**src/rtl/square_osc_pkg.sv**
```systemverilog
// Shared types and helpers for the multichannel square-wave oscillator.
// Contents:
//   state_t      - sequencer states (IDLE, RUN, MIX)
//   DUTY_BITS    - width of a per-channel duty threshold
//   AMP_BITS     - width of a per-channel amplitude
//   OUT_WIDTH    - width of the mixed audio sample
//   saturate_u16 - clamps a wide unsigned sum to the 16-bit sample range
package square_osc_pkg;

  typedef enum logic [1:0] {
    IDLE = 2'd0,
    RUN  = 2'd1,
    MIX  = 2'd2
  } state_t;

  localparam int DUTY_BITS = 8;
  localparam int AMP_BITS  = 16;
  localparam int OUT_WIDTH = 16;

  // Callers zero-extend their accumulator to 32 bits; any value above the
  // 16-bit range pins to full scale instead of wrapping.
  function automatic logic [OUT_WIDTH-1:0] saturate_u16(input logic [31:0] v);
    if (v > 32'h0000_FFFF) begin
      return 16'hFFFF;
    end
    return v[OUT_WIDTH-1:0];
  endfunction

endpackage

```
**src/rtl/square_osc_slew_filter.sv**
```systemverilog
// First-order slew filter applied to the mixed sample, modelling the RC
// softening of the square-wave edges.
// Ports:
//   clk     - system clock
//   reset_n - asynchronous active-low reset, clears the output to 0
//   strobe  - one-cycle update request (the MIX cycle)
//   target  - saturated mix for the current sample
//   out     - filtered sample, held between strobes
// With SLEW_SHIFT = 0 the output simply follows the target. Otherwise each
// update moves the output by (target - out) >>> SLEW_SHIFT, computed in
// 18-bit signed arithmetic so the arithmetic shift floors toward -inf.
module square_osc_slew_filter
  import square_osc_pkg::*;
#(
  parameter int SLEW_SHIFT = 0
) (
  input  logic                 clk,
  input  logic                 reset_n,
  input  logic                 strobe,
  input  logic [OUT_WIDTH-1:0] target,
  output logic [OUT_WIDTH-1:0] out
);

  logic signed [17:0] diff;
  logic signed [17:0] step;
  logic signed [17:0] sum;
  logic [OUT_WIDTH-1:0] out_d;

  always_comb begin
    diff  = $signed({2'b00, target}) - $signed({2'b00, out});
    step  = diff >>> SLEW_SHIFT;
    // out + step always lies between out and target, so it fits 16 bits.
    sum   = $signed({2'b00, out}) + step;
    out_d = target;
    if (SLEW_SHIFT != 0) begin
      out_d = 16'(sum);
    end
  end

  always_ff @(posedge clk or negedge reset_n) begin
    if (!reset_n) begin
      out <= '0;
    end else if (strobe) begin
      out <= out_d;
    end
  end

endmodule

```
**src/rtl/multichannel_square_wave_oscillator.sv**
```systemverilog
// Multichannel square-wave oscillator with saturating mixer and optional
// slew filter. One adder is shared across channels: after a sample strobe
// the sequencer visits one channel per clock (RUN), then saturates and
// filters the sum (MIX), then returns to IDLE.
// Ports:
//   clk, reset_n  - system clock, asynchronous active-low reset
//   audio_clk_en  - sample strobe (one clk wide)
//   phase_inc     - per-channel phase increment, channel i at [i*PHASE_BITS +: PHASE_BITS]
//   duty          - per-channel 8-bit duty threshold
//   amplitude     - per-channel 16-bit unsigned high level
//   ch_enable     - per-channel enable
//   phase_reset   - clears all phase accumulators
//   out           - mixed 16-bit unsigned sample
//   out_valid     - one-cycle pulse when out updates
//   busy          - a sample is in progress
//   overrun       - sticky, a strobe arrived while busy
module multichannel_square_wave_oscillator
  import square_osc_pkg::*;
#(
  parameter int NUM_CHANNELS = 4,
  parameter int PHASE_BITS   = 24,
  parameter int SLEW_SHIFT   = 0
) (
  input  logic                               clk,
  input  logic                               reset_n,
  input  logic                               audio_clk_en,
  input  logic [NUM_CHANNELS*PHASE_BITS-1:0] phase_inc,
  input  logic [NUM_CHANNELS*DUTY_BITS-1:0]  duty,
  input  logic [NUM_CHANNELS*AMP_BITS-1:0]   amplitude,
  input  logic [NUM_CHANNELS-1:0]            ch_enable,
  input  logic                               phase_reset,
  output logic [OUT_WIDTH-1:0]               out,
  output logic                               out_valid,
  output logic                               busy,
  output logic                               overrun
);

  localparam int CH_W  = (NUM_CHANNELS > 1) ? $clog2(NUM_CHANNELS) : 1;
  // Wide enough for NUM_CHANNELS full-scale amplitudes, so the sum never wraps.
  localparam int ACC_W = AMP_BITS + $clog2(NUM_CHANNELS);
  localparam logic [CH_W-1:0] LAST_CH = CH_W'(NUM_CHANNELS - 1);

  state_t state_q, state_d;

  logic                  accept;
  logic                  run_step;
  logic                  mix_step;
  logic                  strobe_lost;

  logic [CH_W-1:0]       ch_q;
  logic [ACC_W-1:0]      acc_q;
  logic [PHASE_BITS-1:0] phase_q [NUM_CHANNELS];
  logic                  reset_pend_q;

  logic [PHASE_BITS-1:0] cur_inc;
  logic [DUTY_BITS-1:0]  cur_duty;
  logic [AMP_BITS-1:0]   cur_amp;
  logic                  cur_en;
  logic [PHASE_BITS-1:0] cur_phase_next;
  logic                  cur_level;
  logic [AMP_BITS-1:0]   contrib;
  logic [OUT_WIDTH-1:0]  target;

  // ---- sequencer ----
  always_ff @(posedge clk or negedge reset_n) begin
    if (!reset_n) begin
      state_q <= IDLE;
    end else begin
      state_q <= state_d;
    end
  end

  always_comb begin
    state_d     = state_q;
    accept      = 1'b0;
    run_step    = 1'b0;
    mix_step    = 1'b0;
    strobe_lost = 1'b0;
    case (state_q)
      IDLE: begin
        if (audio_clk_en) begin
          accept  = 1'b1;
          state_d = RUN;
        end
      end
      RUN: begin
        run_step    = 1'b1;
        strobe_lost = audio_clk_en;
        if (ch_q == LAST_CH) begin
          state_d = MIX;
        end
      end
      MIX: begin
        mix_step    = 1'b1;
        strobe_lost = audio_clk_en;
        state_d     = IDLE;
      end
      default: state_d = IDLE;
    endcase
  end

  assign busy = (state_q != IDLE);

  // ---- shared channel datapath (RUN) ----
  always_comb begin
    cur_inc        = phase_inc[ch_q*PHASE_BITS +: PHASE_BITS];
    cur_duty       = duty[ch_q*DUTY_BITS +: DUTY_BITS];
    cur_amp        = amplitude[ch_q*AMP_BITS +: AMP_BITS];
    cur_en         = ch_enable[ch_q];
    cur_phase_next = phase_q[ch_q] + cur_inc;
    // Top 8 phase bits against the threshold: duty 0 never high, 255 high
    // for all but the last 1/256 of the period.
    cur_level      = (cur_phase_next[PHASE_BITS-1 -: DUTY_BITS] < cur_duty);
    contrib        = (cur_en && cur_level) ? cur_amp : '0;
  end

  always_ff @(posedge clk or negedge reset_n) begin
    if (!reset_n) begin
      ch_q         <= '0;
      acc_q        <= '0;
      reset_pend_q <= 1'b0;
      out_valid    <= 1'b0;
      overrun      <= 1'b0;
      for (int i = 0; i < NUM_CHANNELS; i++) begin
        phase_q[i] <= '0;
      end
    end else begin
      out_valid <= mix_step;
      if (strobe_lost) begin
        overrun <= 1'b1;
      end

      if (accept) begin
        acc_q <= '0;
        ch_q  <= '0;
      end

      // In IDLE the clear is immediate, so a coincident strobe runs from
      // zeroed phases.
      if (state_q == IDLE && phase_reset) begin
        for (int i = 0; i < NUM_CHANNELS; i++) begin
          phase_q[i] <= '0;
        end
      end

      if (run_step) begin
        phase_q[ch_q] <= cur_en ? cur_phase_next : '0;
        acc_q         <= acc_q + ACC_W'(contrib);
        ch_q          <= ch_q + 1'b1;
        // Deferred so the sample in flight finishes with consistent phases.
        if (phase_reset) begin
          reset_pend_q <= 1'b1;
        end
      end

      if (mix_step) begin
        if (reset_pend_q || phase_reset) begin
          for (int i = 0; i < NUM_CHANNELS; i++) begin
            phase_q[i] <= '0;
          end
        end
        reset_pend_q <= 1'b0;
      end
    end
  end

  // ---- mix and slew (MIX) ----
  assign target = saturate_u16(32'(acc_q));

  square_osc_slew_filter #(
    .SLEW_SHIFT(SLEW_SHIFT)
  ) u_slew (
    .clk    (clk),
    .reset_n(reset_n),
    .strobe (mix_step),
    .target (target),
    .out    (out)
  );

endmodule

```
**config.mk**
```make
export PLATFORM = sky130hd
export DESIGN_NAME = multichannel_square_wave_oscillator
export DESIGN_NICKNAME = d
export VERILOG_FILES = /design/src/rtl/square_osc_pkg.sv /design/src/rtl/square_osc_slew_filter.sv /design/src/rtl/multichannel_square_wave_oscillator.sv
export SDC_FILE = /design/constraint.sdc
export NUM_CORES = 1
export LEC_CHECK = 0
export CORE_MARGIN = 5
export CORE_UTILIZATION = 53
export DETAILED_ROUTE_END_ITERATION = 8
export PLACE_DENSITY = 0.88
export RECOVER_POWER = 25
export SYNTH_ARGS = -nofsm -noshare
export SYNTH_HDL_FRONTEND = slang
export SYNTH_SLANG_ARGS = --single-unit
```
**constraint.sdc**
```tcl
create_clock -name clk -period 14.14 [get_ports clk]
set_clock_uncertainty 0.2 [all_clocks]
set_input_delay 3.535 -clock clk [delete_from_list [all_inputs] [get_ports clk]]
set_output_delay 3.535 -clock clk [all_outputs]
set_load 0.02 [all_outputs]
```
==> results of run 1 <==
## cell usage after synthesis (3+ instances only)
library cell | number | area, sq um
dfrtp_1 | 137 | 3428
nand2_1 | 75 | 281.5
mux4_2 | 70 | 1577
nor2_1 | 67 | 251.5
ha_1 | 54 | 675.7
o21ai_0 | 53 | 265.3
a21oi_1 | 48 | 240.2
a22o_1 | 43 | 376.6
inv_1 | 35 | 131.4
clkbuf_1 | 32 | 120.1
a22oi_1 | 28 | 210.2
nor2b_1 | 19 | 118.9
o22a_1 | 16 | 140.1
xor2_1 | 15 | 131.4
xnor2_1 | 14 | 122.6
a21o_1 | 12 | 90.09
a211oi_1 | 9 | 67.56
and2_1 | 9 | 56.30
buf_2 | 9 | 45.04
nand3_1 | 9 | 45.04
o21a_1 | 8 | 60.06
nand4_1 | 7 | 43.79
nand2b_1 | 6 | 37.54
nor3_1 | 6 | 30.03
buf_1 | 5 | 18.77
a32oi_1 | 4 | 35.03
mux2i_1 | 4 | 40.04
nor4_1 | 4 | 25.02
o211ai_1 | 4 | 30.03
o22ai_1 | 4 | 25.02
or3_1 | 4 | 25.02
a21boi_0 | 3 | 22.52
a311oi_1 | 3 | 26.28
a32o_1 | 3 | 30.03
o21bai_1 | 3 | 22.52
## state kept, by name, summed over array words and instances, names as in the netlist
| signal | flops |
|---|---|
| phase_q | 96 |
| reset_pend_q | 1 |
| out_valid | 1 |
| u_slew.out | 16 |
| state_q | 2 |
| overrun | 1 |
| acc_q | 18 |
| ch_q | 2 |
## worst max-delay path: stages
cell and delay [ns]:
clkdlybuf4s50_1 0.45, mux4_2 0.24, ha_1 0.24, inv_1 0.09, fa_1 0.46, nand2b_1 0.21, a211oi_2 0.31, o211ai_1 0.20
o32a_1 0.24, mux2i_1 0.13, nor4_1 0.53, inv_1 0.12, ha_1 0.35, a21o_1 0.18, a211o_1 0.31, nand3b_1 0.17
o32a_4 0.43, nor2b_1 0.15, ha_1 0.20, inv_1 0.06, fa_1 0.40, nor2b_1 0.13, o21a_1 0.13, o21ai_0 0.18
a211oi_1 0.39, o211ai_1 0.15, a21o_1 0.20, a32o_1 0.24
## placed cells by master (no fill, tap or decap), types with 14 or more instances in the layout
cell,Yosys,routed
clkdlybuf4s50_1,0,216
dfrtp_1,137,135
nand2_1,75,75
mux4_2,70,70
nor2_1,67,67
ha_1,54,54
o21ai_0,53,53
a21oi_1,48,48
a22o_1,43,43
inv_1,35,35
a22oi_1,28,28
nor2b_1,19,19
clkbuf_16,0,17
o22a_1,16,16
xor2_1,15,15
xnor2_1,14,14
## logic make-up after synthesis
group	share of synthesized area (%)
AOI/OAI and AO/OA	20.32
muxes	17.69
and+or+nand+nor	10.79
adders and majority gates	7.722
DFF	36.99
buffers and inverters	3.578
xor gates and xnor gates	2.916
## through the flow
step / setup WS (ns) / area [sq um] / instances
floorplan: 4.837 / 9268 / 865
global placement: 3.798 / 11600 / 1269
detailed placement: 3.651 / 11600 / 1269
CTS: 3.971 / 12260 / 1301
global route: 3.439 / 12260 / 1301
finish: 3.826 / 12260 / 1301
## how the worst max path moves through the flow
stage                        from        end  slack (ns)
floorplan           phase_inc[85]  acc_q[10]        4.84
global placement    phase_inc[82]  acc_q[10]        3.80
detailed placement  phase_inc[85]  acc_q[10]        3.65
CTS                 phase_inc[72]  acc_q[10]        3.97
global route        phase_inc[24]  acc_q[14]        3.44
finish              phase_inc[24]  acc_q[10]        3.83
## where the power goes
part	internal [W]	switching, W
Sequential	0.000552	0.000125
Combinational	0.000817	0.00112
Clock	0.000329	0.000173
## per-layer routing
| metal | up-vias | part of all wire (%) | global-route usage [%] |
|---|---|---|---|
| met4 | 0 | 2.2 | 8.990 |
| met3 | 62 | 9.1 | 6.620 |
| met5 | - | 0 | 0 |
| met1 | 4098 | 39 | 37.46 |
| li1 | 3688 | - | - |
| met2 | 435 | 50 | 46.91 |
## area by class of cell
| cell class | count | share of cell area (%) |
|---|---|---|
| multi-input combinational | 645 | 44.94 |
| sequential | 137 | 28.03 |
| timing repair buffer | 227 | 18.31 |
| clock buffer | 18 | 3.502 |
| tap | 225 | 2.297 |
| clock inverter | 14 | 1.848 |
| inverter | 35 | 1.072 |
==> results.py, run 1 <==
metrics = {
    "status": {
        "outcome": "finished with violations",
        "violations": "max-capacitance violations, max-slew violations",
    },
    "global_route": {
        "maximum_number_of_pins_on_one_net_before_global_route_repair": 73,
        "grt_first_pass_wirelength_mm": 45.22,
        "globalRouteTotalUtil_pct": 28.40,
        "grt_pass1_vias": 8623,
        "grt.overflow.total": 0,
        "antenna_violations_before_repair": 0,
    },
    "power": {
        "power_per_cell_area_mw_per_mm2": 254.1,
        "power.leakage_nw": 5.174,
        "ir_drop_mv": 0.1681,
        "finalPower_w": 0.003114,
    },
    "clock_tree": {
        "clkSlewWorstSetupHoldPaths_ns": 0.06,
        "tritoncts.num_buffers": 17,
        "cts.path.max_buffers": 2,
        "cts_tree": "yes",
        "cts-htree-levels": 4,
        "worst_skew_pair.late_latency_ns": 0.43,
        "cts-hold-fix-buffers": 0,
        "clkSinkCount": 137,
        "clock-root-buffer": "clkbuf_16",
        "post_cts_buffers": 0,
        "ctsResizeCount": 0,
    },
    "layout": {
        "final_core_util_pct": 71.10,
        "finish.net_count": 1319,
        "storage_cell_area_sq_mm": 0.003436,
        "multiInputGateArea_sq_mm": 0.005508,
        "filler_cell_count": 1206,
        "syn2layout_area_growth_pct": 32.24,
        "inserted_diodes": 0,
        "final_layout_size_suffix_gt1_share_pct": 11.80,
    },
    "route": {
        "routed-via-count": 8283,
        "drc_violation_total_after_the_first_tritonroute_iteration": 961,
        "drt.antenna.violating_nets": 0,
        "detail_route.vias_per_cell": 6.367,
        "detail_route.wirelength_mm": 28.26,
        "post-route-drc-count": 0,
        "drt_pass1_iterations": 6,
        "wl_per_cell_microns": 21.72,
    },
    "worst_hold_path": {
        "hp-class": "reg -> reg",
        "holdPathStages": 2,
        "hold-path-endpoint": "phase_q[43]",
        "min-delay-start": "phase_q[43]",
    },
    "placed_design": {
        "globalplace.congestion": 0.9507,
        "hpwl_after_detailed_placement_mm": 20.15,
        "place.port_buffers": 218,
    },
    "die": {
        "die_width_microns": 142.2,
        "boundaryPins": 219,
        "placement_rows": 48,
        "die_h_microns": 142.2,
        "coreArea_sq_mm": 0.01724,
        "design.die.area_sq_mm": 0.02023,
        "floorplan.initialDensity_pct": 53.77,
    },
    "sta": {
        "setup_repair_after_global_routing_missed_its_margin": "no",
        "setup_violations_final": 0,
        "timing_max_transition_violations_final": 73,
        "maxClockFrequency_mhz": 96.96,
        "post-route-min-period_ns": 10.31,
        "min_period_over_period_pct": 72.94,
        "final-hold-violation-count": 0,
        "worst-slew-pin-transition_ns": 3.860,
        "hold_ws_ns": 0.2746,
        "tns_ns": 0,
        "max_slew_headroom_pct": -157.4,
    },
    "critical_path": {
        "worst_setup_path_end_kind": "flop",
        "endpoint_of_the_worst_slack_reg_to_reg_timing_path": "acc_q[10]",
        "critical_path.max_fanout": 17,
        "timing.critical_path.from_type": "input port",
        "ff2ff_setup_slack_ns": 5.57,
        "depth_of_the_most_critical_reg_to_reg_path": 27,
        "worst_r2r_startpoint": "ch_q[0]",
        "critical_path_class": "in -> reg",
        "worstPathRequired_ns": 14.25,
        "arrival_time_reported_for_the_critical_path_endpoint_ns": 10.43,
    },
    "logic_synthesis": {
        "syn-cell-area_sq_mm": 0.009268,
        "syn_nets": 1121,
        "synth.ff_latch_count": 137,
        "synth_sequential_area_ratio_pct": 36.99,
        "yosys_warnings": 0,
        "netlist-cell-type-count": 69,
        "post_synth.cell_area_avg_sq_um": 10.71,
        "postSynth.asyncResetShare_pct": 100.0,
        "synth_edf_count": 0,
        "syn_inst": 865,
        "primary_flip_flop_cell_chosen_by_synthesis_mapping": "dfrtp_1",
    },
    "flow_run": {
        "max-cap-violations": 1,
    },
}
(Power assumes the default switching activity.)
==> run 2: changes to the inputs <==
--- a/config.mk
+++ b/config.mk
@@ -6,9 +6,9 @@
 export NUM_CORES = 1
 export LEC_CHECK = 0
 export CORE_MARGIN = 5
-export CORE_UTILIZATION = 53
+export CORE_UTILIZATION = 46
 export DETAILED_ROUTE_END_ITERATION = 8
-export PLACE_DENSITY = 0.88
+export PLACE_DENSITY = 0.82
 export RECOVER_POWER = 25
 export SYNTH_ARGS = -nofsm -noshare
 export SYNTH_HDL_FRONTEND = slang
==> constraint.sdc (replaced) <==
create_clock -name clk -period 9.3 [get_ports clk]
set_clock_uncertainty 0.2 [all_clocks]
set_input_delay 2.325 -clock clk [delete_from_list [all_inputs] [get_ports clk]]
set_output_delay 2.325 -clock clk [all_outputs]
set_load 0.02 [all_outputs]
==> results.py, run 2 (synthesized netlist as in run 1, its figures left out) <==
metrics = {
    "clock_tree": {
        "cts_tree": "yes",
        "cts-htree-levels": 4,
        "tritoncts.num_buffers": 17,
        "clock-root-buffer": "clkbuf_16",
        "clkSlewWorstSetupHoldPaths_ns": 0.06,
        "cts.path.max_buffers": 2,
        "worst_skew_pair.late_latency_ns": 0.42,
        "clkSinkCount": 137,
        "cts-hold-fix-buffers": 0,
        "post_cts_buffers": 0,
    },
    "worst_hold_path": {
        "hp-class": "reg -> reg",
        "min-delay-start": "overrun",
    },
    "die": {
        "die_width_microns": 151.9,
        "boundaryPins": 219,
        "coreArea_sq_mm": 0.02004,
        "placement_rows": 52,
        "die_h_microns": 151.9,
        "design.die.area_sq_mm": 0.02309,
        "floorplan.initialDensity_pct": 46.25,
    },
    "layout": {
        "inserted_diodes": 0,
        "final_core_util_pct": 61.13,
        "number_of_flip_flops_under_the_largest_register_name": 96,
        "final_layout_size_suffix_gt1_share_pct": 11.49,
        "multiInputGateArea_sq_mm": 0.005514,
        "syn2layout_area_growth_pct": 32.19,
        "reg.largest.list": "phase_q x96, acc_q x18, u_slew.out x16",
        "filler_cell_count": 1580,
        "layout_common_cells": "clkdlybuf4s50_1 (215), dfrtp_1 (135), nand2_1 (75)",
        "finish.instance_area_sq_mm": 0.01225,
        "regMostFlops": "phase_q",
        "storage_cell_area_sq_mm": 0.003436,
        "finish.net_count": 1322,
        "mostFrequentLayoutCell": "clkdlybuf4s50_1",
    },
    "sta": {
        "hold_ws_ns": 0.2700,
        "min_period_over_period_pct": 96.37,
        "setup_repair_after_global_routing_missed_its_margin": "no",
        "tns_ns": 0,
        "maxClockFrequency_mhz": 111.6,
        "timing_max_transition_violations_final": 92,
        "max_slew_headroom_pct": -68.61,
        "post-route-min-period_ns": 8.963,
        "final-hold-violation-count": 0,
        "setup_violations_final": 0,
        "worst-slew-pin-transition_ns": 2.529,
    },
    "critical_path": {
        "worstPathRequired_ns": 9.41,
        "worst_setup_path_end_kind": "flop",
        "timing.critical_path.from_type": "input port",
        "worst_r2r_startpoint": "ch_q[0]",
        "arrival_time_reported_for_the_critical_path_endpoint_ns": 9.07,
        "crit_start": "phase_inc[1]",
        "critical_path_class": "in -> reg",
        "critical_path.max_fanout": 17,
    },
    "power": {
        "power.leakage_nw": 5.133,
        "ir_drop_mv": 0.2183,
        "finalPower_w": 0.004630,
        "power_per_cell_area_mw_per_mm2": 377.9,
    },
    "global_route": {
        "antenna_violations_before_repair": 0,
        "maximum_number_of_pins_on_one_net_before_global_route_repair": 57,
        "globalRouteTotalUtil_pct": 23.68,
        "grt_first_pass_wirelength_mm": 44.66,
        "grt.overflow.total": 0,
        "grt_pass1_vias": 8374,
    },
    "flow_run": {
        "max-cap-violations": 2,
    },
    "placed_design": {
        "placedInstanceArea_sq_mm": 0.01168,
        "hpwl_after_detailed_placement_mm": 20.58,
        "place.port_buffers": 218,
        "globalplace.congestion": 0.9246,
    },
    "route": {
        "wl_per_cell_microns": 20.73,
        "detail_route.vias_per_cell": 6.129,
        "post-route-drc-count": 0,
        "routed-via-count": 8268,
        "drt_pass1_iterations": 6,
        "drc_violation_total_after_the_first_tritonroute_iteration": 751,
        "drt.antenna.violating_nets": 0,
        "detail_route.wirelength_mm": 27.96,
    },
    "status": {
        "outcome": "finished with violations",
        "violations": "max-capacitance violations, max-slew violations",
    },
}
[run 2: cell count changes in the layout (fill, tap and decap cells not counted)]
cell             before  now
clkbuf_1              2    9
bufinv_16             6    3
clkinv_2              6    4
buf_4                 9   10
clkdlybuf4s50_1     216  215
clkinvlp_4            1    2
dlygate4sd3_1         1    2
inv_6                 1    0
nor4_1                4    3
nor4_2                0    1
[run 2: timing repair]
| action | in CTS | in global routing |
|---|---|---|
| setup endpoints to repair | 0 | 2 |
| hold endpoints to repair | 0 | 0 |
| gates resized for setup | 0 | 1 |
[run 2: metrics by stage]
stage / worst slack [ns] / instances
after floorplan: 1.207 / 865
after global placement: 0.2104 / 1317
after detailed placement: 0.05483 / 1317
after CTS: 0.4595 / 1349
after global routing: 0.03230 / 1349
final: 0.3374 / 1349
[run 2: critical path, cell delays in order]
cell and delay, ns:
clkdlybuf4s50_1 0.41, mux4_2 0.50, ha_1 0.33, a211oi_1 0.47, nor4_1 0.14, o21ai_0 0.37, a31oi_1 0.17, o21ai_0 0.20
xor2_1 0.35, inv_1 0.09, ha_1 0.30, a21o_1 0.16, a21o_1 0.17, a211o_1 0.30, nand3b_1 0.17, o32a_4 0.43
nor2b_1 0.14, ha_1 0.19, inv_1 0.06, fa_1 0.39, nor2b_1 0.12, o21a_1 0.13, o21ai_0 0.17, a211oi_1 0.37
o211ai_1 0.16, a21o_1 0.20, a32o_1 0.23
[run 2: worst paths after layout]
kind                               endpoint  slack, ns  cells past startpoint
worst max-delay path              acc_q[10]       0.34                     27
worst min-delay path                overrun       0.27                      1
worst max register to register    acc_q[10]       1.45                     26
worst min register to register      overrun       0.27                      1
max in group asynchronous           ch_q[1]       2.87                      2
min in group asynchronous       phase_q[94]       2.41                      1
[run 2: final cells by class]
type	instances	share of cell area, %
clock buffer	23	3.656
inverter	35	1.072
multi-input combinational	645	45.01
sequential	137	28.05
tap	270	2.758
timing repair buffer	230	18.44
clock inverter	9	1.021
[run 2: report_power, final]
part / total [W] / internal, W / switching, W / leakage (nW)
registers: 0.00107 / 0.000838 / 0.000234 / 1.81
logic: 0.00289 / 0.00125 / 0.00164 / 3.05
clock network: 0.000669 / 0.000419 / 0.000250 / 0.275
total: 0.00463 / 0.00250 / 0.00213 / 5.13
[run 2: metal layers]
metal,track usage (%),wire [microns],vias up
met5,0,0,-
met4,6.421,644,0
met3,6.001,2401,62
met2,38.34,13470,439
met1,31.97,11440,4068
li1,-,-,3699
